`config.mk`:
```
export PLATFORM = sky130hd
export DESIGN_NAME = led_pwm_bank
export DESIGN_NICKNAME = d
export VERILOG_FILES = /design/src/rtl/led_pwm_bank.sv
export SDC_FILE = /design/constraint.sdc
export NUM_CORES = 1
export LEC_CHECK = 0
export ABC_AREA = 1
export BUFFER_PORTS_ARGS = -buffer_cell sky130_fd_sc_hd__clkbuf_2
export CELL_PAD_IN_SITES_DETAIL_PLACEMENT = 1
export CELL_PAD_IN_SITES_GLOBAL_PLACEMENT = 1
export CORE_UTILIZATION = 45
export DETAILED_ROUTE_END_ITERATION = 6
export PLACE_DENSITY = 0.85
export SYNTH_ARGS = -nofsm -noshare
export SYNTH_HDL_FRONTEND = slang
export SYNTH_SLANG_ARGS = --single-unit
```
`constraint.sdc`:
```
create_clock -name clk -period 7.87 [get_ports clk]
set_clock_uncertainty 0.05 [all_clocks]
set_input_delay 1.1805 -clock clk [delete_from_list [all_inputs] [get_ports clk]]
set_output_delay 1.1805 -clock clk [all_outputs]
set_load 0.01 [all_outputs]
```
`src/rtl/led_pwm_bank.sv`:
```
// led_pwm_bank: parametrised LED/GPIO output bank.
//   NCH channels. Each channel is static or PWM and has its own output enable.
//   The bank has a shared prescaled period counter, double-buffered duty values
//   and a threshold comparator on compare_in that pulses irq on a rising crossing.
// Ports:
//   clk, reset        system clock, synchronous active-high reset
//   cfg_we/cfg_re     register write/read strobes; cfg_addr selects the register
//   cfg_wdata         write data (bits above the register width are ignored)
//   cfg_rdata         registered read data, zero-extended, held while cfg_re = 0
//   compare_in        value compared against the threshold register
//   led_out           registered channel outputs
//   io_oeb            registered pad output-enable, active low
//   irq               one-cycle pulse when compare_in rises to/above threshold
module led_pwm_bank #(
  parameter int NCH = 7,
  parameter int CW  = 8,
  parameter int PW  = 16,
  parameter int AW  = 4
) (
  input  logic            clk,
  input  logic            reset,
  input  logic            cfg_we,
  input  logic            cfg_re,
  input  logic [AW-1:0]   cfg_addr,
  input  logic [15:0]     cfg_wdata,
  output logic [15:0]     cfg_rdata,
  input  logic [CW-1:0]   compare_in,
  output logic [NCH-1:0]  led_out,
  output logic [NCH-1:0]  io_oeb,
  output logic            irq
);

  localparam logic [AW-1:0] ADDR_MODE  = AW'(NCH);
  localparam logic [AW-1:0] ADDR_LEVEL = AW'(NCH + 1);
  localparam logic [AW-1:0] ADDR_OE    = AW'(NCH + 2);
  localparam logic [AW-1:0] ADDR_PRE   = AW'(NCH + 3);
  localparam logic [AW-1:0] ADDR_THR   = AW'(NCH + 4);
  localparam logic [CW-1:0] CNT_MAX    = {CW{1'b1}};

  logic [CW-1:0]  duty_shadow_r [NCH];
  logic [CW-1:0]  duty_active_r [NCH];
  logic [NCH-1:0] mode_r;
  logic [NCH-1:0] level_r;
  logic [NCH-1:0] oe_r;
  logic [PW-1:0]  prescale_r;
  logic [PW-1:0]  pcnt_r;
  logic [CW-1:0]  threshold_r;
  logic [CW-1:0]  cnt_r;
  logic [NCH-1:0] led_r;
  logic [NCH-1:0] oeb_r;
  logic [15:0]    rdata_r;
  logic [CW-1:0]  compare_q_r;
  logic           hit_r;
  logic           hit_d_r;

  logic           tick_s;
  logic           boundary_s;
  logic [NCH-1:0] duty_wr_s;
  logic           wr_mode_s;
  logic           wr_level_s;
  logic           wr_oe_s;
  logic           wr_pre_s;
  logic           wr_thr_s;
  logic [NCH-1:0] led_next_s;
  logic [15:0]    rd_mux_s;
  logic           unused_wdata_s;

  // Upper write-data bits are intentionally ignored.
  assign unused_wdata_s = &{1'b0, cfg_wdata};

  // Write decode and prescaler / period-boundary strobes.
  always_comb begin
    tick_s     = (pcnt_r == prescale_r);
    boundary_s = tick_s && (cnt_r == CNT_MAX);
    wr_mode_s  = cfg_we && (cfg_addr == ADDR_MODE);
    wr_level_s = cfg_we && (cfg_addr == ADDR_LEVEL);
    wr_oe_s    = cfg_we && (cfg_addr == ADDR_OE);
    wr_pre_s   = cfg_we && (cfg_addr == ADDR_PRE);
    wr_thr_s   = cfg_we && (cfg_addr == ADDR_THR);
    duty_wr_s  = '0;
    for (int i = 0; i < NCH; i++) begin
      duty_wr_s[i] = cfg_we && (cfg_addr == AW'(i));
    end
  end

  // Read multiplexer; unmapped addresses read as zero.
  always_comb begin
    rd_mux_s = 16'h0000;
    case (cfg_addr)
      ADDR_MODE:  rd_mux_s = 16'(mode_r);
      ADDR_LEVEL: rd_mux_s = 16'(level_r);
      ADDR_OE:    rd_mux_s = 16'(oe_r);
      ADDR_PRE:   rd_mux_s = 16'(prescale_r);
      ADDR_THR:   rd_mux_s = 16'(threshold_r);
      default: begin
        for (int i = 0; i < NCH; i++) begin
          rd_mux_s = rd_mux_s | ((cfg_addr == AW'(i)) ? 16'(duty_shadow_r[i]) : 16'h0000);
        end
      end
    endcase
  end

  // Next channel outputs: PWM compare against the active duty, or static level.
  always_comb begin
    led_next_s = '0;
    for (int i = 0; i < NCH; i++) begin
      led_next_s[i] = mode_r[i] ? (cnt_r < duty_active_r[i]) : level_r[i];
    end
  end

  // Control registers and the registered output-enable.
  always_ff @(posedge clk) begin
    if (reset) begin
      mode_r      <= '0;
      level_r     <= '0;
      oe_r        <= '0;
      prescale_r  <= '0;
      threshold_r <= '0;
      oeb_r       <= '1;
    end else begin
      if (wr_mode_s)  mode_r      <= cfg_wdata[NCH-1:0];
      if (wr_level_s) level_r     <= cfg_wdata[NCH-1:0];
      if (wr_oe_s)    oe_r        <= cfg_wdata[NCH-1:0];
      if (wr_pre_s)   prescale_r  <= cfg_wdata[PW-1:0];
      if (wr_thr_s)   threshold_r <= cfg_wdata[CW-1:0];
      // io_oeb follows a new oe value on the very edge it is written.
      oeb_r <= wr_oe_s ? ~cfg_wdata[NCH-1:0] : ~oe_r;
    end
  end

  // Duty shadow registers; active copies reload only on a period boundary,
  // with a same-cycle write passed straight through to the active copy.
  always_ff @(posedge clk) begin
    if (reset) begin
      for (int i = 0; i < NCH; i++) begin
        duty_shadow_r[i] <= '0;
        duty_active_r[i] <= '0;
      end
    end else begin
      for (int i = 0; i < NCH; i++) begin
        if (duty_wr_s[i]) duty_shadow_r[i] <= cfg_wdata[CW-1:0];
        if (boundary_s) begin
          duty_active_r[i] <= duty_wr_s[i] ? cfg_wdata[CW-1:0] : duty_shadow_r[i];
        end
      end
    end
  end

  // Prescaler and period counter; a prescale write restarts the prescaler.
  always_ff @(posedge clk) begin
    if (reset) begin
      pcnt_r <= '0;
      cnt_r  <= '0;
    end else begin
      if (wr_pre_s || tick_s) pcnt_r <= '0;
      else                    pcnt_r <= pcnt_r + PW'(1);
      if (tick_s) cnt_r <= cnt_r + CW'(1);
    end
  end

  // Registered channel outputs and read data.
  always_ff @(posedge clk) begin
    if (reset) begin
      led_r   <= '0;
      rdata_r <= 16'h0000;
    end else begin
      led_r <= led_next_s;
      if (cfg_re) rdata_r <= rd_mux_s;
    end
  end

  // Compare pipeline: input register, threshold compare, edge-detect delay.
  always_ff @(posedge clk) begin
    if (reset) begin
      compare_q_r <= '0;
      hit_r       <= 1'b0;
      hit_d_r     <= 1'b0;
    end else begin
      compare_q_r <= compare_in;
      hit_r       <= (compare_q_r >= threshold_r);
      hit_d_r     <= hit_r;
    end
  end

  assign led_out   = led_r;
  assign io_oeb    = oeb_r;
  assign cfg_rdata = rdata_r;
  assign irq       = hit_r & ~hit_d_r;

endmodule
```
==> metrics.txt, run 1 <==
CTS clk-pin slew, worst paths=60 ps; Die ar.=0.0251 mm^2; largest cells by area after synthesis=edfxtp_1 31%, dfxtp_1 20%, nand2_1 9.4%, inv_1 8.4%, ha_1 6.7%; share of synthesized flip-flops with an asynchronous set or reset=0; fin util=0.525; Mean Syn Cell Area=8.08 um^2; worst min path class=reg2reg; final WL=34.3 mm; CTS buffer count=26; Clk Latency, worst-skew pair=530 ps; vias per std cell=5.32; Data arrival, critical path=3350 ps; synthesized area=0.0110 mm^2; Netlist cell types=35; vias in the first global route=9585; total I/O pin count=63; leading area contributor after synthesis=edfxtp_1; CTS tree=done; fmax=308 MHz; Tot GR Track Use=0.280; floorplan die width=159 um; critical path's slowest cell=buf_4; Avg WL per Cell=19.5 um; die height=159 um; post-synthesis register bit count=221; CP required=7970 ps; initial antenna violation count=1; cell count of the worst hold path=2; core box area=0.0238 mm^2; pin count of the biggest net entering global routing=57; Post-synth EDFFs=112; DP Cell Count=1714; Starting Density=0.464; Critical Path Start=reset; max-cap viol count=0; status=completed; CTS sink cnt=221; top_reg_cell synth=edfxtp_1; crit-path max FO=56; Final Hold Viols=0; via count=9380; initial DRC count=891; HPWL Detailed=25.7 mm; CTS resizes=0; final setup TNS=0 ps; number of port buffers=62; P&R area growth vs syn=13.2%; CP Launch Type=input pin; syn nets=1456; Tmin final=3250 ps; fin crit share=0.413; CTS root buf=clkbuf_16; CTS H-tree lvls=1; Hold WS=394 ps; gpl congestion=0.951; CP endpoint kind=register; Non-Filler Instances=1762; RSZ-0062 raised after global routing=false; total congestion overflow=0; Mapped Cells=1365; Reg-to-Reg Start=pcnt_r[6]; max-slew headroom at the worst pin=0.500; Worst path max stage delay=600 ps; crit-path cells=clkbuf_2 -> inv_2 -> buf_4 -> o21ai_4 -> buf_4; post-CTS setup buffer count=0; Slew @ Worst Pin=750 ps; Synth Warn #=0; hold_sp=hit_r; post-route ant nets=0; row count=56; Reg2Reg Depth=11; Commonest cells post-synth=275 x nand2_1, 246 x inv_1, 155 x nor2_1; first-pass GRT wire length=52.7 mm; share of layout cells above drive strength 1=0.110; drt first pass iters=5; top-count cell post-synth=nand2_1; post-route DRC violation count=0; area share of the largest cell type after synthesis=0.305; VDD IR max=139 uV; sequential element share of the synthesized area=0.503; Final Max Slew Viols=0; Nets=1514; Pwr Density=226 mW/mm^2; Setup CP Type=in2reg; leakage=5.62 nW; post-cts hold buffer count=0; endpoints failing setup=0; most frequent cell on the critical path=buf_4; Longest Clk Path Bufs=3
==> kinds of logic after synthesis <==
logic type                 synth area share
adders and majority gates            0.0669
xor gates and xnor gates            0.00874
and+or+nand+nor                       0.192
DFF                                   0.503
buffers and inverters                 0.104
AOI/OAI and AO/OA                     0.125
==> layout make-up <==
class	instances	area, um^2
clock buffer	36	753
clock inverter	11	114
timing repair buffer	66	340
sequential	221	5550
multi-input combinational	848	4350
fill	2871	11300
tap	319	399
antenna	1	2.50
inverter	260	976
==> sequential cells by signal, summed over array words and instances, names as in the netlist, 7 cells and up <==
| register | count |
|---|---|
| duty_active_r | 56 |
| duty_shadow_r | 56 |
| cfg_rdata | 16 |
| pcnt_r | 16 |
| prescale_r | 16 |
| cnt_r | 8 |
| compare_q_r | 8 |
| threshold_r | 8 |
| io_oeb | 7 |
| led_out | 7 |
| level_r | 7 |
| mode_r | 7 |
| oe_r | 7 |
==> routing by layer <==
metal,global-route usage,share of wire,up-vias
met1,0.364,0.43,4511
met3,0.0310,0.051,96
li1,-,-,4499
met5,0,0,-
met4,0.166,0.061,0
met2,0.452,0.46,274
==> per-stage QoR <==
stage / setup slack (ps) / instance area [um^2] / total power [mW]
floorplan: 2200 / 11000 / 1.49
global placement: 4220 / 11600 / 1.60
detailed placement: 4130 / 11600 / 1.62
CTS: 4670 / 12500 / 2.83
global route: 4460 / 12500 / 2.91
finish: 4620 / 12500 / 2.82
==> power by group <==
part / internal, mW / total (mW) / switching [mW]
combinational: 0.0825 / 0.286 / 0.204
clock: 0.733 / 1.22 / 0.487
sequential: 1.27 / 1.31 / 0.0450
==> path summary, 6_finish.rpt <==
kind                                            end  slack (ps)
worst min-delay path                        hit_d_r         390
worst min register to register              hit_d_r         390
worst max-delay path            duty_active_r[2][5]        4620
worst max register to register  duty_active_r[2][5]        4710
==> worst max-delay path: cells and delay by family <==
kind,cells,cell delay (ps)
AOI/OAI and AO/OA,1,100
buffers and inverters,4,1990
==> cell usage in the layout, fill, tap and decap left out, drive strengths merged <==
cell / n
nand2: 276
inv: 260
nor2: 183
o21ai: 123
edfxtp: 112
dfxtp: 109
a21oi: 103
clkbuf: 98
ha: 59
nand3: 29
o22ai: 24
nor3: 10
nand4: 10
xor2: 9
clkinv: 9
o2111ai: 8
buf: 4
or2: 3
o211ai: 2
nor3b: 2
nor4: 2
xnor2: 2
bufinv: 2
diode: 1
a211oi: 1
a22o: 1
and3: 1
(Power assumes the default switching activity.)
==> run 2: changes to the inputs <==
clock period = 3 ns   (was 7.87 ns; I/O delays follow)
==> metrics.txt, run 2 (same netlist as run 1, synthesis figures left out) <==
number of port buffers=62 (unchanged); Comb pwr share=0.107 (+0.005); area of the multi-input gates=0.00435 mm^2 (unchanged); initial DRC count=844 (-5.3%); Final Max Slew Viols=0 (unchanged); portion of total power attributed to the clock network=0.439 (+0.006); switching share of power=0.260 (-0.000624); max-cap viol count=0 (unchanged); Crit Reg-Reg Endpoint=duty_active_r[0][6]; Largest regs=duty_active_r: 56 flops, duty_shadow_r: 56 flops; share of layout cells above drive strength 1=0.118 (+0.00872); post-route DRC violation count=0 (unchanged); Data arrival, critical path=2820 ps (-530 ps); endpoints failing setup=0 (unchanged); most frequent cells in the layout=275 x nand2_1, 245 x inv_1, 155 x nor2_1; total congestion overflow=0 (unchanged); Slew @ Worst Pin=818 ps (+67.3 ps); post-cts hold buffer count=0 (unchanged); CP required=3160 ps (-4810 ps); CTS sink cnt=221 (unchanged); final WL=35.0 mm (+2.1%); critical path's slowest cell=dfxtp_1; crit-path cells=inv_2 -> nand2_1 -> nand2_1 -> nor2_1 -> nand2_1 -> nor2_1 -> nand2_1 -> inv_2 -> nand2_1 -> o21ai_4 -> buf_12; Final Worst Setup Slack=336 ps (-4290 ps); CTS root buf=clkbuf_16; sequential group share of total power=0.455 (-0.011); Reg2Reg Depth=11 (unchanged); post-CTS setup buffer count=0 (unchanged); post-route ant nets=0 (unchanged); dpl ws=414 ps (-3720 ps); CTS H-tree lvls=1 (unchanged); Die ar.=0.0251 mm^2 (unchanged); vias in the first global route=9667 (+0.86%); CP Launch Type=register; hold_sp=compare_in[6]; CTS buffer count=25 (-3.8%); pin count of the biggest net entering global routing=57 (unchanged); CP endpoint kind=register; total I/O pin count=63 (unchanged); max-slew headroom at the worst pin=0.454 (-0.0462); fin crit share=0.888; initial antenna violation count=0 (-1); worst reg2reg setup slack=340 ps (-4370 ps); status=completed; VDD IR max=404 uV (+190%); Final Hold Viols=0 (unchanged); crit-path max FO=56 (unchanged); Hold WS=51.6 ps (-342 ps); Pint=5.56 mW (+170%); floorplan die width=159 um (unchanged); Pwr Density=596 mW/mm^2 (+160%); Worst path max stage delay=410 ps (-190 ps); Tot GR Track Use=0.286 (+0.00547); NetSw=1.96 mW (+170%); via count=9460 (+0.85%); P&R area growth vs syn=14.5%; core box area=0.0238 mm^2 (unchanged); gpl congestion=1.01 (+6.6%); CTS resizes=0 (unchanged); Clk Latency, worst-skew pair=540 ps (about the same); drt first pass iters=5 (unchanged); Nets=1526 (+0.79%); row count=56 (unchanged); cell count of the worst hold path=3 (+1); Hold Crit Endpoint=compare_q_r[6]; worst min path class=in2reg; most common cell after layout, fill and taps aside=nand2_1; CTS clk-pin slew, worst paths=60 ps (about the same); antenna cell count=0 (-1); RSZ-0062 raised after global routing=false; Starting Density=0.464 (unchanged); first-pass GRT wire length=53.6 mm (+1.8%); most frequent cell on the critical path=nand2_1; leakage=5.70 nW (+1.3%); fmax=375 MHz; Reg-to-Reg Start=pcnt_r[3]; die height=159 um (unchanged); Filler cells=2873 (+0.070%); final setup TNS=0 ps (unchanged); CTS tree=done; Tmin final=2660 ps; Setup CP Type=reg2reg; vias per std cell=5.34 (+0.23%); Avg WL per Cell=19.8 um (+1.4%); HPWL Detailed=26.2 mm (+2.1%); Longest Clk Path Bufs=3 (unchanged); Register Area=0.00555 mm^2 (unchanged)
## run 2: cell types whose count changed in the layout (fill, tap and decap cells not counted), moves of 2 or more
| cell | previous run | this run |
|---|---|---|
| clkbuf_8 | 4 | 2 |
| buf_4 | 4 | 16 |
| clkinv_2 | 6 | 3 |
| clkbuf_1 | 4 | 2 |
| clkinvlp_4 | 0 | 2 |
## run 2: cell type report
| class | count | area share |
|---|---|---|
| Timing Repair Buffer | 79 | 0.0357 |
| Tap cell | 319 | 0.0316 |
| Inverter | 260 | 0.0773 |
| Clock inverter | 14 | 0.0132 |
| Sequential cell | 221 | 0.439 |
| Clock buffer | 32 | 0.0583 |
| Multi-Input combinational cell | 848 | 0.345 |
## run 2: critical path: cells and delay by family, from the launching register on
family	cells	cell delay, ps
buffers and inverters	3	650
AND/OR/NAND/NOR	7	1010
AO/OA/AOI/OAI	1	180
flip-flops	1	410
## run 2: stage by stage
step | utilization | instances | power, mW | cell area, um^2
3_5_place_dp | 0.493 | 1727 | 4.26 | 11700
2_1_floorplan | - | 1365 | 3.92 | 11000
4_1_cts | 0.531 | 1773 | 7.55 | 12600
6_report | 0.531 | 1773 | 7.52 | 12600
3_3_place_gp | 0.493 | 1727 | 4.20 | 11700
5_1_grt | 0.531 | 1773 | 7.75 | 12600
## run 2: power groups by stage
| stage | clock network [mW] | logic, mW | registers (mW) |
|---|---|---|---|
| 2_1_floorplan | 0 | 0.456 | 3.46 |
| 5_1_grt | 3.44 | 0.881 | 3.43 |
| 3_5_place_dp | 0 | 0.775 | 3.48 |
| 4_1_cts | 3.34 | 0.796 | 3.42 |
| 6_report | 3.30 | 0.802 | 3.42 |
| 3_3_place_gp | 0 | 0.732 | 3.47 |
## run 2: layer usage
layer | up-vias | wire, um | track usage
li1 | 4531 | - | -
met1 | 4596 | 14900 | 0.369
met2 | 265 | 17000 | 0.486
met3 | 68 | 1820 | 0.0381
met4 | 0 | 1280 | 0.107
met5 | - | 0 | 0
## run 2: worst max path at each step
| stage | from | slack [ps] | endpoint |
|---|---|---|---|
| after CTS | pcnt_r[12] | 400 | duty_active_r[6][1] |
| after floorplan | pcnt_r[4] | 450 | duty_active_r[0][0] |
| after global routing | pcnt_r[12] | 210 | duty_active_r[2][7] |
| after detailed placement | pcnt_r[12] | 410 | duty_active_r[0][1] |
| after global placement | pcnt_r[12] | 520 | duty_active_r[0][1] |
| final | pcnt_r[3] | 340 | duty_active_r[0][6] |
==> run 3: changes to the inputs <==
CORE_UTILIZATION = 46   (was 45)
PLACE_DENSITY = 0.87   (was 0.85)
==> metrics.txt, run 3 (same netlist as run 1, synthesis figures left out) <==
status=completed; most common cell after layout, fill and taps aside=nand2_1; Final Max Slew Viols=0 (unchanged); HPWL Detailed=26.4 mm (+0.71%); fin crit share=0.914 (+0.0257); Longest Clk Path Bufs=3 (unchanged); Final Hold Viols=0 (unchanged); CTS H-tree lvls=1 (unchanged); Avg WL per Cell=19.4 um (-1.8%); final setup TNS=0 ps (unchanged); Final Worst Setup Slack=259 ps (-77.0 ps); RSZ-0062 raised after global routing=false; Setup CP Type=reg2reg; dpl ws=390 ps (-24.5 ps); drt first pass iters=7 (+2); Worst path max stage delay=470 ps (+60 ps); Worst Path Buf+Inv=3 (unchanged); initial DRC count=652 (-23%); gpl congestion=0.993 (-2.0%); Tot GR Track Use=0.288 (+0.00220); crit-path max FO=56 (unchanged); pin count of the biggest net entering global routing=57 (unchanged); Filler cells=2865 (-0.28%); CTS buffer count=25 (unchanged); floorplan die width=157 um (-1.1%); via count=9439 (-0.22%); Data arrival, critical path=2880 ps (+60 ps); post-route DRC violation count=0 (unchanged); CP Launch Type=register; Tmin final=2740 ps (+77.0 ps); post-route ant nets=0 (unchanged); max-slew headroom at the worst pin=0.581 (+0.128); max-cap viol count=0 (unchanged); share of layout cells above drive strength 1=0.115 (-0.00368); CTS tree=done; Tot Pwr=7.11 mW (-5.5%); first-pass GRT wire length=53.7 mm (+0.14%); final WL=34.5 mm (-1.6%); CP endpoint kind=register; CTS root buf=clkbuf_16; number of port buffers=62 (unchanged); antenna cell count=0 (unchanged); cell family with most CP delay=simple AND/OR/NAND/NOR gates; die height=157 um (-1.1%); core box area=0.0235 mm^2 (-1.2%); endpoints failing setup=0 (unchanged); row count=56 (unchanged); Largest regs=duty_active_r: 56 flops, duty_shadow_r: 56 flops; crit-path cells=inv_2 -> nand2_1 -> nand2_1 -> nor2_1 -> nand2_1 -> nor2_1 -> nand2_1 -> inv_2 -> nand2_1 -> o21ai_4 -> buf_12; most frequent cell on the critical path=nand2_1; leakage=5.65 nW (-0.78%); post-cts hold buffer count=0 (unchanged); critical path's slowest cell=dfxtp_1; Pwr Density=568 mW/mm^2 (-4.7%); fmax=365 MHz (-2.8%); VDD IR max=385 uV (-4.7%); CTS resizes=0 (unchanged); total congestion overflow=0 (unchanged); initial antenna violation count=0 (unchanged); Die ar.=0.0246 mm^2 (-2.1%); P&R area growth vs syn=13.6%; CTS clk-pin slew, worst paths=60 ps (about the same); vias per std cell=5.31 (-0.39%); CP required=3140 ps (-20 ps); post-CTS setup buffer count=0 (unchanged); Nets=1530 (+0.26%); worst min path class=in2reg; vias in the first global route=9795 (+1.3%); most frequent cells in the layout=275 x nand2_1, 245 x inv_1, 155 x nor2_1; Clk Latency, worst-skew pair=520 ps (-20 ps); CTS sink cnt=221 (unchanged); Slew @ Worst Pin=627 ps (-191 ps); Starting Density=0.470 (+0.00554); total I/O pin count=63 (unchanged)
-- run 3: metrics by stage --
stage	instance area (um^2)	utilization	std cells	hold slack (ps)
finish	12500	0.534	1776	65.8
global route	12500	0.534	1776	79.5
CTS	12500	0.534	1776	54.2
detailed placement	11800	0.501	1731	380
global placement	11800	0.501	1731	374
floorplan	11000	-	1365	361
-- run 3: power by group --
group | switching, mW | leakage (nW) | total (mW) | internal (mW)
sequential | 0.0957 | 1.96 | 3.42 | 3.33
combinational | 0.563 | 3.32 | 0.798 | 0.235
clock | 1.23 | 0.377 | 2.89 | 1.66
-- run 3: per-layer routing --
metal,vias to the layer above,GRT usage,wire (um)
met2,295,0.483,16400
met3,83,0.0291,1780
met5,-,0,0
met1,4525,0.375,14800
li1,4536,-,-
met4,0,0.126,1510
-- run 3: worst register-to-register path: stages, from the launching register on --
cell and delay, ps:
dfxtp_1 470, inv_2 50, nand2_1 60, nand2_1 50, nor2_1 100, nand2_1 70
nor2_1 310, nand2_1 320, inv_2 260, nand2_1 170, o21ai_4 180, buf_12 300
-- run 3: final cells by class --
type,instances,area (um^2),area share
inverters,260,976,0.0779
clock buffers,35,716,0.0571
flip-flops and latches,221,5550,0.443
multi-input cells,848,4350,0.347
repair buffers,83,480,0.0384
clock inverters,10,56.3,0.00450
well taps,319,399,0.0319
-- run 3: worst paths after layout --
| path | startpoint | to | slack, ps | depth (start not counted) |
|---|---|---|---|---|
| max | pcnt_r[7] | duty_active_r[4][1] | 260 | 11 |
| min | compare_in[1] | compare_q_r[1] | 70 | 3 |
| max reg2reg | pcnt_r[7] | duty_active_r[4][1] | 260 | 11 |
| min reg2reg | hit_r | hit_d_r | 390 | 2 |
